## config.mk

```make
export PLATFORM = sky130hd
export DESIGN_NAME = pipe_stage_reg
export DESIGN_NICKNAME = d
export VERILOG_FILES = /design/src/rtl/pipe_pkg.sv /design/src/rtl/tnew_sat_dec.sv /design/src/rtl/pipe_stage_reg.sv
export SDC_FILE = /design/constraint.sdc
export NUM_CORES = 1
export LEC_CHECK = 0
export BUFFER_PORTS_ARGS = -buffer_cell sky130_fd_sc_hd__buf_2
export CAP_MARGIN = 20
export CORE_AREA = 2 2 120 122
export CTS_CLUSTER_DIAMETER = 200
export CTS_CLUSTER_SIZE = 40
export DETAILED_ROUTE_END_ITERATION = 12
export DIE_AREA = 0 0 122 124
export PLACE_DENSITY_LB_ADDON = 0.08
export REMOVE_ABC_BUFFERS = 1
export SKIP_CTS_REPAIR_TIMING = 1
export SYNTH_ARGS = -nofsm -noshare
export SYNTH_HDL_FRONTEND = slang
export SYNTH_SLANG_ARGS = --single-unit
```

## constraint.sdc

```tcl
create_clock -name clk -period 1.6 [get_ports clk]
set_clock_uncertainty 0.2 [all_clocks]
set_input_delay 0.16 -clock clk [delete_from_list [all_inputs] [get_ports clk]]
set_output_delay 0.16 -clock clk [all_outputs]
set_load 0.01 [all_outputs]
```

## src/rtl/pipe_pkg.sv

```systemverilog
// pipe_pkg: shared pipeline constants (Tnew width default, NOP encoding, reset PC default).
package pipe_pkg;
  localparam int TNEW_W_DEF = 4;
  localparam logic [31:0] NOP_INSTR = 32'h0000_0000;
  localparam logic [31:0] RESET_PC_DEF = 32'h0000_0000;
endpackage

```

## src/rtl/tnew_sat_dec.sv

```systemverilog
// tnew_sat_dec: combinational saturating decrement of a Tnew value (0 stays 0).
module tnew_sat_dec #(
  parameter int TNEW_W = 4
) (
  input  logic [TNEW_W-1:0] tnew,
  output logic [TNEW_W-1:0] dec
);
  assign dec = (tnew == '0) ? '0 : tnew - TNEW_W'(1);
endmodule

```

## src/rtl/pipe_stage_reg.sv

```systemverilog
// pipe_stage_reg: pipeline stage register with stall/flush and Tnew aging.
// Define PIPE_STAGE_BUBBLE_CNT_EN to build the saturating bubble counter.
module pipe_stage_reg
  import pipe_pkg::*;
#(
  parameter int          DATA_W   = 64,
  parameter int          TNEW_W   = TNEW_W_DEF,
  parameter logic [31:0] RESET_PC = RESET_PC_DEF
) (
  input  logic              clk,
  input  logic              reset,
  input  logic              en,
  input  logic              flush,
  input  logic [31:0]       in_pc,
  input  logic [31:0]       in_instr,
  input  logic [DATA_W-1:0] in_payload,
  input  logic [4:0]        in_a3,
  input  logic              in_grf_write,
  input  logic [TNEW_W-1:0] in_tnew,
  input  logic              in_valid,
  output logic [31:0]       out_pc,
  output logic [31:0]       out_instr,
  output logic [DATA_W-1:0] out_payload,
  output logic [4:0]        out_a3,
  output logic              out_grf_write,
  output logic [TNEW_W-1:0] out_tnew,
  output logic              out_valid,
  output logic [31:0]       bubble_cnt
);
  logic [TNEW_W-1:0] tnew_dec;
  tnew_sat_dec #(.TNEW_W(TNEW_W)) u_dec (.tnew(in_tnew), .dec(tnew_dec));
  // A bubble keeps the stalled instruction's PC so exception logic still sees a valid EPC.
  always_ff @(posedge clk) begin
    if (reset) begin
      out_pc        <= RESET_PC;
      out_instr     <= NOP_INSTR;
      out_payload   <= '0;
      out_a3        <= '0;
      out_grf_write <= 1'b0;
      out_tnew      <= '0;
      out_valid     <= 1'b0;
    end else if (flush) begin
      out_pc        <= in_pc;
      out_instr     <= NOP_INSTR;
      out_payload   <= '0;
      out_a3        <= '0;
      out_grf_write <= 1'b0;
      out_tnew      <= '0;
      out_valid     <= 1'b0;
    end else if (en) begin
      out_pc        <= in_pc;
      out_instr     <= in_instr;
      out_payload   <= in_payload;
      out_a3        <= in_a3;
      out_grf_write <= in_grf_write;
      out_tnew      <= tnew_dec;
      out_valid     <= in_valid;
    end
  end
`ifdef PIPE_STAGE_BUBBLE_CNT_EN
  logic [31:0] bubble_cnt_q;
  always_ff @(posedge clk) begin
    if (reset) bubble_cnt_q <= '0;
    else if (flush && bubble_cnt_q != '1) bubble_cnt_q <= bubble_cnt_q + 32'd1;
  end
  assign bubble_cnt = bubble_cnt_q;
`else
  assign bubble_cnt = '0;
`endif
endmodule

```

# --- Word level (Yosys, flattened, before mapping) ---
# Cells that the tools add are included.
totals:
  ramBits: 0
  wordCells: 14
  mem_bits_ro: 0
  register_bits: 139
  mem_count: 0
  latchBits: 0
op_classes:
  order_cmp: 0
  div: 0
  n_mux: 3
  multipliers: 0
  n_reduce_logical: 3
  eq_ne: 0
  bitwise_logic: 0
  addsub: 1
  n_shift: 0
op_table:
  columns: ["operator", "n"]
  rows:
  - ["32-bit two-way mux", 2]
  - ["4-bit logical NOT", 1]
  - ["4-bit two-way mux", 1]
  - ["4-bit by 1-bit subtractor with 4-bit output, second input constant", 1]
  - ["2-bit nonzero test", 1]
  - ["2-bit OR reduction", 1]

# --- Longest topological paths before layout ---
# Gate-level depths: netlist of run 1.
depth:
  depth_word: 2
  ltp_mapped: 6
  mapped_depth_nobuf: 3

# --- Hierarchy ---
# Synthesis of run 1 repeated with hierarchy kept, for this count alone.
unflattened:
  hier_cells: 535
  area_unflattened_um2: 5407.7
modules_own_cells:
  columns: ["mod", "area_per_inst_um2", "cells_each", "seq_area_each_um2", "instances"]
  rows:
  - ["pipe_stage_reg", 5353.9, 525, 2782.7, 1]
  - ["tnew_sat_dec", 53.8, 10, 0.0, 1]

# --- Least setup slack after synthesis of run 1 ---
# Ideal clock, no wire load.
synth_timing:
  kind: "input to register"
  startpoint: "in en"
  endpoint: "reg out_payload[14]"
  cell_stages: 5
  required_time_ns: 1.272
  slack_ns: 0.378
  t_arrival_ns: 0.894
  setup_time_ns: 0.128
  path_cell_list: "buf_2 buf_4 buf_2 mux2i_1 nor2_1"
synth_lines:
  columns: ["item", "line", "source"]
  rows:
  - ["start: declaration", "pipe_stage_reg.sv:12", "input logic en,"]
  - ["end signal: assignment", "pipe_stage_reg.sv:53", "out_payload <= in_payload;"]
  - ["end: declaration", "pipe_stage_reg.sv:23", "output logic [DATA_W-1:0] out_payload,"]

# --- Worst setup path after layout of run 1 ---
layout_timing:
  startpoint: "in reset"
  endpoint: "reg out_pc[4]"
layout_lines:
  columns: ["item", "line", "source"]
  rows:
  - ["start: declaration", "pipe_stage_reg.sv:11", "input logic reset,"]
  - ["end signal: assignment", "pipe_stage_reg.sv:43", "out_pc <= in_pc;"]
  - ["end signal: assignment", "pipe_stage_reg.sv:51", "out_pc <= in_pc;"]
  - ["end: declaration", "pipe_stage_reg.sv:21", "output logic [31:0] out_pc,"]
# No word-level cell between the ends.

==> results.rst, run 1 <==
.. list-table::
   :header-rows: 1

   * - Metric
     - Value
   * - Cell count of the worst reg-to-reg path
     - 3
   * - Critical R2R Capture
     - out_payload[23]$_SDFFE_PP0P_
   * - Dominant cell type by area after synthesis
     - sky130_fd_sc_hd__dfxtp_1
   * - Clock-pin slew reported for the worst setup and hold paths after clock tree synthesis
     - 0.06 ns
   * - Data required time at the worst endpoint
     - 1.75 ns
   * - Critical-path maximum fanout
     - 15
   * - TritonCTS clock tree
     - built
   * - DR vias
     - 5125
   * - Die ar.
     - 0.0151 mm2
   * - Number of clock sinks
     - 139
   * - Path category of the worst min-delay check
     - in2reg
   * - Biggest area contributors in the synthesized netlist
     - sky130_fd_sc_hd__dfxtp_1 (54%), sky130_fd_sc_hd__mux2i_1 (20%), sky130_fd_sc_hd__nor2_1 (7.7%)
   * - Post-synthesis average cell area
     - 9.77 um2
   * - Post-Syn Instances
     - 530
   * - Global router's overall resource usage
     - 17.2%
   * - Effective utilization at floorplan
     - 37.8%
   * - Core occupancy in the finished layout
     - 64.7%
   * - Number of antenna violations at the first check in global routing
     - 0
   * - Data arrival, critical path
     - 1.73 ns
   * - Number of global-route vias before repair
     - 4055
   * - Hold_ws
     - 0.0443 ns
   * - Total detailed-routing wirelength
     - 15.8 mm
   * - Final HPWL DP
     - 10.1 mm
   * - # nets final
     - 1108
   * - Hold path depth
     - 5
   * - Die Y
     - 124 um
   * - Total CTS buffers
     - 17
   * - Hold wc startpoint
     - flush
   * - Worst-case hold path end point
     - out_pc[29]$_SDFFE_PP0P_
   * - First-pass DRT Iterations
     - 4
   * - H-Tree Level Count
     - 4
   * - Final cycle utilization of the critical path
     - 98.6%
   * - Net Sw Power
     - 2030 uW
   * - Maximum number of pins on one net before global-route repair
     - 60
   * - Number of enable-type register cells in the synthesized netlist
     - 0
   * - Final-report hold violation count
     - 0
   * - Static Leak
     - 0.00453 uW
   * - Buffer type at the clock tree root
     - sky130_fd_sc_hd__clkbuf_16
   * - Ys flop type
     - sky130_fd_sc_hd__dfxtp_1
   * - DRC violations left
     - 0
   * - Setup Total Neg Slack
     - 0 ns
   * - Maximum clock rate
     - 634 MHz
   * - Internal power
     - 6890 uW
   * - Row count
     - 43
   * - Clock latency on the worst-skew pair
     - 0.41 ns
   * - Portion of total power attributed to sequential cells
     - 41.1%
   * - Proportion of power drawn by combinational gates
     - 13.6%
   * - Critical path startpoint category
     - input port
   * - Routed wirelength normalized by instance count
     - 13.6 um
   * - Synthesis-stage register bit count
     - 139
   * - Routability Congestion
     - 0.773
   * - ANT cells
     - 0
   * - Core Footprint
     - 0.0137 mm2
   * - Cell area after synthesis
     - 0.00518 mm2
   * - Via density per instance
     - 4.43
   * - Final setup viols
     - 0
   * - Run status
     - finished, final reports clean
   * - Die Wd
     - 122 um
   * - Type of the setup path with the least slack
     - in2reg
   * - Clock power share
     - 45.3%
   * - Number of max-slew violations in the final report
     - 0
   * - Max-cap violation count
     - 0
   * - First-pass GRT wire length
     - 19.9 mm
   * - Shortest clock period the worst path allows after layout
     - 1.58 ns
   * - Synth-to-layout area growth
     - 71.3%
   * - IR drop worst, VDD
     - 663 uV
   * - Buffer depth of the longest clock path
     - 2
   * - Warnings, synthesis
     - 0
   * - Power per unit of standard cell area
     - 1010 mW/mm2
   * - Port bufs
     - 281
   * - Total overflow reported by the global router
     - 0
   * - Sequential-to-total area share from yosys stat
     - 53.7%
   * - Initial detailed-routing violation count
     - 183
   * - Proportion of layout cells with a drive suffix above 1
     - 33.1%
   * - FFs w/ async S/R, synth
     - 0%
   * - Net switching share of the total power
     - 22.7%
   * - Internal reg-to-reg setup slack
     - 0.21 ns
   * - Count of different cell masters after synthesis
     - 20
   * - Beginning of the worst register-to-register path
     - out_payload[23]$_SDFFE_PP0P_
   * - CP endpoint kind
     - flip-flop
   * - Portion of synthesized cell area occupied by the leading cell type
     - 53.7%
   * - Fill count
     - 1106
   * - Count of nets left with antenna violations after detail routing
     - 0
   * - Count of boundary I/O pins
     - 314
## placed cells by master (no fill, tap or decap), types with 2 or more instances in the layout
master                          synthesis  routed
sky130_fd_sc_hd__clkbuf_16              0      17
sky130_fd_sc_hd__nor2_1               106     105
sky130_fd_sc_hd__clkinv_2               0       2
sky130_fd_sc_hd__conb_1                 1      32
sky130_fd_sc_hd__dfxtp_1              139     139
sky130_fd_sc_hd__buf_2                 21     280
sky130_fd_sc_hd__nand2_1               65      65
sky130_fd_sc_hd__mux2i_1              104     104
sky130_fd_sc_hd__dlygate4sd3_1          0     162
sky130_fd_sc_hd__o21ai_0                3       3
sky130_fd_sc_hd__clkinvlp_4             0       4
sky130_fd_sc_hd__buf_12                 0       6
sky130_fd_sc_hd__a21oi_1               34      34
sky130_fd_sc_hd__buf_4                 33       4
sky130_fd_sc_hd__clkbuf_8               0       4
sky130_fd_sc_hd__bufinv_16              0       3
sky130_fd_sc_hd__nor2b_1                2       2
## worst max-delay path, stage by stage
cell                            delay, ns
sky130_fd_sc_hd__dlygate4sd3_1       0.55
sky130_fd_sc_hd__buf_2               0.15
sky130_fd_sc_hd__buf_4               0.18
sky130_fd_sc_hd__a21oi_1             0.13
sky130_fd_sc_hd__dlygate4sd3_1       0.55
## power groups by stage
stage / clock (uW) / sequential (uW) / combinational (uW)
detailed placement: 0 / 3740 / 887
global route: 4310 / 3680 / 1320
finish: 4040 / 3670 / 1210
floorplan: 0 / 3810 / 320
global placement: 0 / 3740 / 872
CTS: 4140 / 3670 / 889
## layout make-up
cell class / instances / area, um2 / area share [%]
repair buffers: 453 / 3180 / 35.9
flip-flops and latches: 139 / 2780 / 31.4
multi-input cells: 354 / 2060 / 23.2
clock buffers: 22 / 484 / 5.46
well taps: 180 / 225 / 2.54
clock inverters: 10 / 139 / 1.56
## worst max path at each step
stage	endpoint	depth (start not counted)	slack, ns	startpoint
finish	out_pc[4]$_SDFFE_PP0P_	5	0.02	reset
CTS	out_payload[39]	1	0.28	out_payload[39]$_SDFFE_PP0P_
detailed placement	out_payload[41]$_SDFFE_PP0P_	4	0.30	flush
global placement	out_instr[25]$_SDFFE_PP0P_	4	0.32	reset
floorplan	out_a3[0]$_SDFFE_PP0P_	2	-0.73	reset
global route	out_pc[4]$_SDFFE_PP0P_	5	-0.02	reset
## layer usage
metal	share of wire, %	wire length (um)	vias up	GRT usage, %
met5	0	0	-	0
met3	8.3	1310	22	8.38
li1	-	-	2539	-
met1	39	6100	2342	18.2
met2	51	8040	222	28.8
met4	2.1	329	0	8.55
## registers in the layout, summed over array words and instances, names as in the netlist
name           flops
out_payload       64
out_grf_write      1
out_a3             5
out_tnew           4
out_instr         32
out_valid          1
out_pc            32
## per-stage QoR
| step | setup slack [ns] | instance area [um2] | power [uW] | cells |
|---|---|---|---|---|
| after floorplan | -0.731 | 4840 | 4130 | 493 |
| after global placement | 0.323 | 6630 | 4610 | 964 |
| after detailed placement | 0.297 | 6630 | 4630 | 964 |
| after CTS | 0.276 | 7250 | 8700 | 996 |
| after global routing | -0.0248 | 8870 | 9320 | 1158 |
| final | 0.0220 | 8870 | 8920 | 1158 |
## synth_stat cells, types with 2 or more instances
| cell type | instances |
|---|---|
| sky130_fd_sc_hd__nor2_1 | 106 |
| sky130_fd_sc_hd__o21ai_0 | 3 |
| sky130_fd_sc_hd__dfxtp_1 | 139 |
| sky130_fd_sc_hd__clkbuf_1 | 6 |
| sky130_fd_sc_hd__nand2_1 | 65 |
| sky130_fd_sc_hd__buf_2 | 21 |
| sky130_fd_sc_hd__nor2b_1 | 2 |
| sky130_fd_sc_hd__buf_6 | 7 |
| sky130_fd_sc_hd__buf_4 | 33 |
| sky130_fd_sc_hd__or2_1 | 2 |
| sky130_fd_sc_hd__mux2i_1 | 104 |
| sky130_fd_sc_hd__a21oi_1 | 34 |
## kinds of logic after synthesis
group                  share of synthesized area, %
other                                        0.0724
flip-flops                                     53.7
AND/OR/NAND/NOR                                13.2
multiplexers                                   20.1
AO/OA/AOI/OAI                                  4.01
buffers and inverters                          8.86
Note: power is estimated with default switching activity, not from simulation.
==> run 2, diff against run 1 <==
SETUP_SLACK_MARGIN = 0.3   (was default)
==> results.rst, run 2 (synthesized netlist as in run 1, its figures left out) <==
.. list-table::
   :header-rows: 1

   * - Metric
     - Value
   * - Critical path startpoint category
     - input port
   * - Type of the setup path with the least slack
     - in2reg
   * - Reg with most FFs
     - out_payload
   * - Total detailed-routing wirelength
     - 15.4 mm (-2.6%)
   * - Die ar.
     - 0.0151 mm2 (unchanged)
   * - Maximum clock rate
     - 784 MHz (+24%)
   * - Die Y
     - 124 um (unchanged)
   * - CP max stage cell
     - sky130_fd_sc_hd__dlygate4sd3_1
   * - Number of flip-flops under the largest register name
     - 64 (unchanged)
   * - Static Leak
     - 0.00444 uW (-2.0%)
   * - Clock latency on the worst-skew pair
     - 0.41 ns (about the same)
   * - Core Footprint
     - 0.0137 mm2 (unchanged)
   * - Proportion of layout cells with a drive suffix above 1
     - 34.6% (+1.5 points)
   * - IR drop worst, VDD
     - 664 uV (about the same)
   * - Cells along the critical path
     - dlygate4sd3_1 > buf_2 > o311ai_0 > a21oi_1
   * - DR vias
     - 5001 (-2.4%)
   * - Effective utilization at floorplan
     - 37.8% (unchanged)
   * - Post-detailed-placement cell area
     - 0.00663 mm2 (unchanged)
   * - Max-cap violation count
     - 0 (unchanged)
   * - Most frequent cells in the layout
     - sky130_fd_sc_hd__buf_2 (270), sky130_fd_sc_hd__dlygate4sd3_1 (141), sky130_fd_sc_hd__dfxtp_1 (132), sky130_fd_sc_hd__nor2_1 (105), sky130_fd_sc_hd__mux2i_1 (104)
   * - Initial detailed-routing violation count
     - 168 (-8.2%)
   * - ANT cells
     - 0 (unchanged)
   * - Path category of the worst min-delay check
     - in2reg
   * - Total overflow reported by the global router
     - 0 (unchanged)
   * - Number of global-route vias before repair
     - 4055 (unchanged)
   * - Total CTS buffers
     - 17 (unchanged)
   * - Hold_ws
     - -0.0386 ns (-0.0829 ns)
   * - Final Cell Area
     - 0.00872 mm2 (-1.8%)
   * - H-Tree Level Count
     - 4 (unchanged)
   * - Shortest clock period the worst path allows after layout
     - 1.28 ns (-0.303 ns)
   * - Count of nets left with antenna violations after detail routing
     - 0 (unchanged)
   * - Critical-path maximum fanout
     - 4 (-11)
   * - Data arrival, critical path
     - 1.35 ns (-0.38 ns)
   * - # nets final
     - 1087 (-1.9%)
   * - CP endpoint kind
     - flip-flop
   * - Die Wd
     - 122 um (unchanged)
   * - Buffering stage count on the worst path with inverters included
     - 2 (-2)
   * - Most common cell after layout, fill and taps aside
     - sky130_fd_sc_hd__buf_2
   * - Port bufs
     - 281 (unchanged)
   * - Power per unit of standard cell area
     - 1020 mW/mm2 (+1.3%)
   * - Number of clock sinks
     - 139 (unchanged)
   * - Largest delay contributor family on the critical path
     - buffers and inverters
   * - Core occupancy in the finished layout
     - 63.5% (-1.1 points)
   * - Area of combinational cells with multiple inputs
     - 0.00206 mm2 (unchanged)
   * - Final setup viols
     - 0 (unchanged)
   * - Failing checks
     - hold timing
   * - Data required time at the worst endpoint
     - 1.67 ns (-0.08 ns)
   * - Run status
     - finished, violations left
   * - Synth-to-layout area growth
     - 68.3%
   * - Setup Total Neg Slack
     - 0 ns (unchanged)
   * - Routability Congestion
     - 0.773 (unchanged)
   * - Count of boundary I/O pins
     - 314 (unchanged)
   * - Global router's overall resource usage
     - 17.2% (unchanged)
   * - Area taken by flip-flops and latches
     - 0.00279 mm2 (+0.31%)
   * - Clock-pin slew reported for the worst setup and hold paths after clock tree synthesis
     - 0.05 ns (about the same)
   * - Registers with the most flip-flops
     - out_payload (64), out_instr (32), out_pc (32)
   * - Buffer type at the clock tree root
     - sky130_fd_sc_hd__clkbuf_16
   * - Number of max-slew violations in the final report
     - 0 (unchanged)
   * - Routed wirelength normalized by instance count
     - 13.5 um (-0.80%)
   * - Power, Total
     - 8880 uW (-0.48%)
   * - Unrepaired setup endpoints after global routing
     - false
   * - DRC violations left
     - 0 (unchanged)
   * - Number of antenna violations at the first check in global routing
     - 0 (unchanged)
   * - Final HPWL DP
     - 10.1 mm (unchanged)
   * - Via density per instance
     - 4.40 (-0.62%)
   * - First-pass GRT wire length
     - 19.9 mm (unchanged)
   * - Maximum number of pins on one net before global-route repair
     - 60 (unchanged)
   * - First-pass DRT Iterations
     - 4 (unchanged)
   * - Fill count
     - 1119 (+1.2%)
   * - Final-report hold violation count
     - 11 (+11)
   * - TritonCTS clock tree
     - built
   * - Slowest cell delay on critical path
     - 0.54 ns (about the same)
   * - Final cycle utilization of the critical path
     - 79.7% (-19 points)
   * - Row count
     - 43 (unchanged)
   * - Buffer depth of the longest clock path
     - 2 (unchanged)
==> run 2: changes by cell type in the layout (fill, tap and decap cells not counted), sizes merged <==
cell,delta
dlygate4sd3,-21
==> run 2: layer usage <==
layer | up-vias | global-route usage, % | part of all wire, %
met5 | - | 0 | 0
met4 | 0 | 8.55 | 2.2
met3 | 22 | 8.38 | 8.4
met2 | 209 | 28.8 | 50
met1 | 2275 | 18.2 | 39
li1 | 2495 | - | -
==> run 2: path summary, 6_finish.rpt <==
| kind | depth (start not counted) | to | from | slack (ns) |
|---|---|---|---|---|
| worst max-delay path | 4 | out_tnew[3]$_SDFFE_PP0P_ | in_tnew[1] | 0.32 |
| worst min-delay path | 3 | out_payload[23]$_SDFFE_PP0P_ | en | -0.04 |
| worst max register to register | 2 | out_instr[24]$_SDFFE_PP0P_ | out_instr[24]$_SDFFE_PP0P_ | 0.70 |
| worst min register to register | 2 | out_pc[9]$_SDFFE_PP0P_ | out_pc[9]$_SDFFE_PP0P_ | 0.25 |
==> run 2: where the power goes <==
part	internal, uW	leakage (uW)	switching [uW]
sequential	3600	0.00114	68.4
combinational	646	0.00300	522
clock	2610	0.000294	1430
==> run 2: worst register-to-register path: cells and delay by family, from the launching register on <==
kind / cells / cell delay [ns]
flip-flops: 1 / 0.33
multiplexers: 1 / 0.20
AND/OR/NAND/NOR: 1 / 0.06
==> run 2: metrics by stage <==
step	worst slack, ns	cells
after floorplan	-0.731	493
after global placement	0.323	964
after detailed placement	0.297	964
after CTS	0.276	996
after global routing	0.278	1137
final	0.325	1137
==> run 2: area by class of cell <==
| cell class | count | area share (%) |
|---|---|---|
| clock buffers | 22 | 5.55 |
| clock inverters | 10 | 1.59 |
| multi-input cells | 354 | 23.6 |
| flip-flops and latches | 139 | 32.0 |
| well taps | 180 | 2.58 |
| repair buffers | 432 | 34.6 |
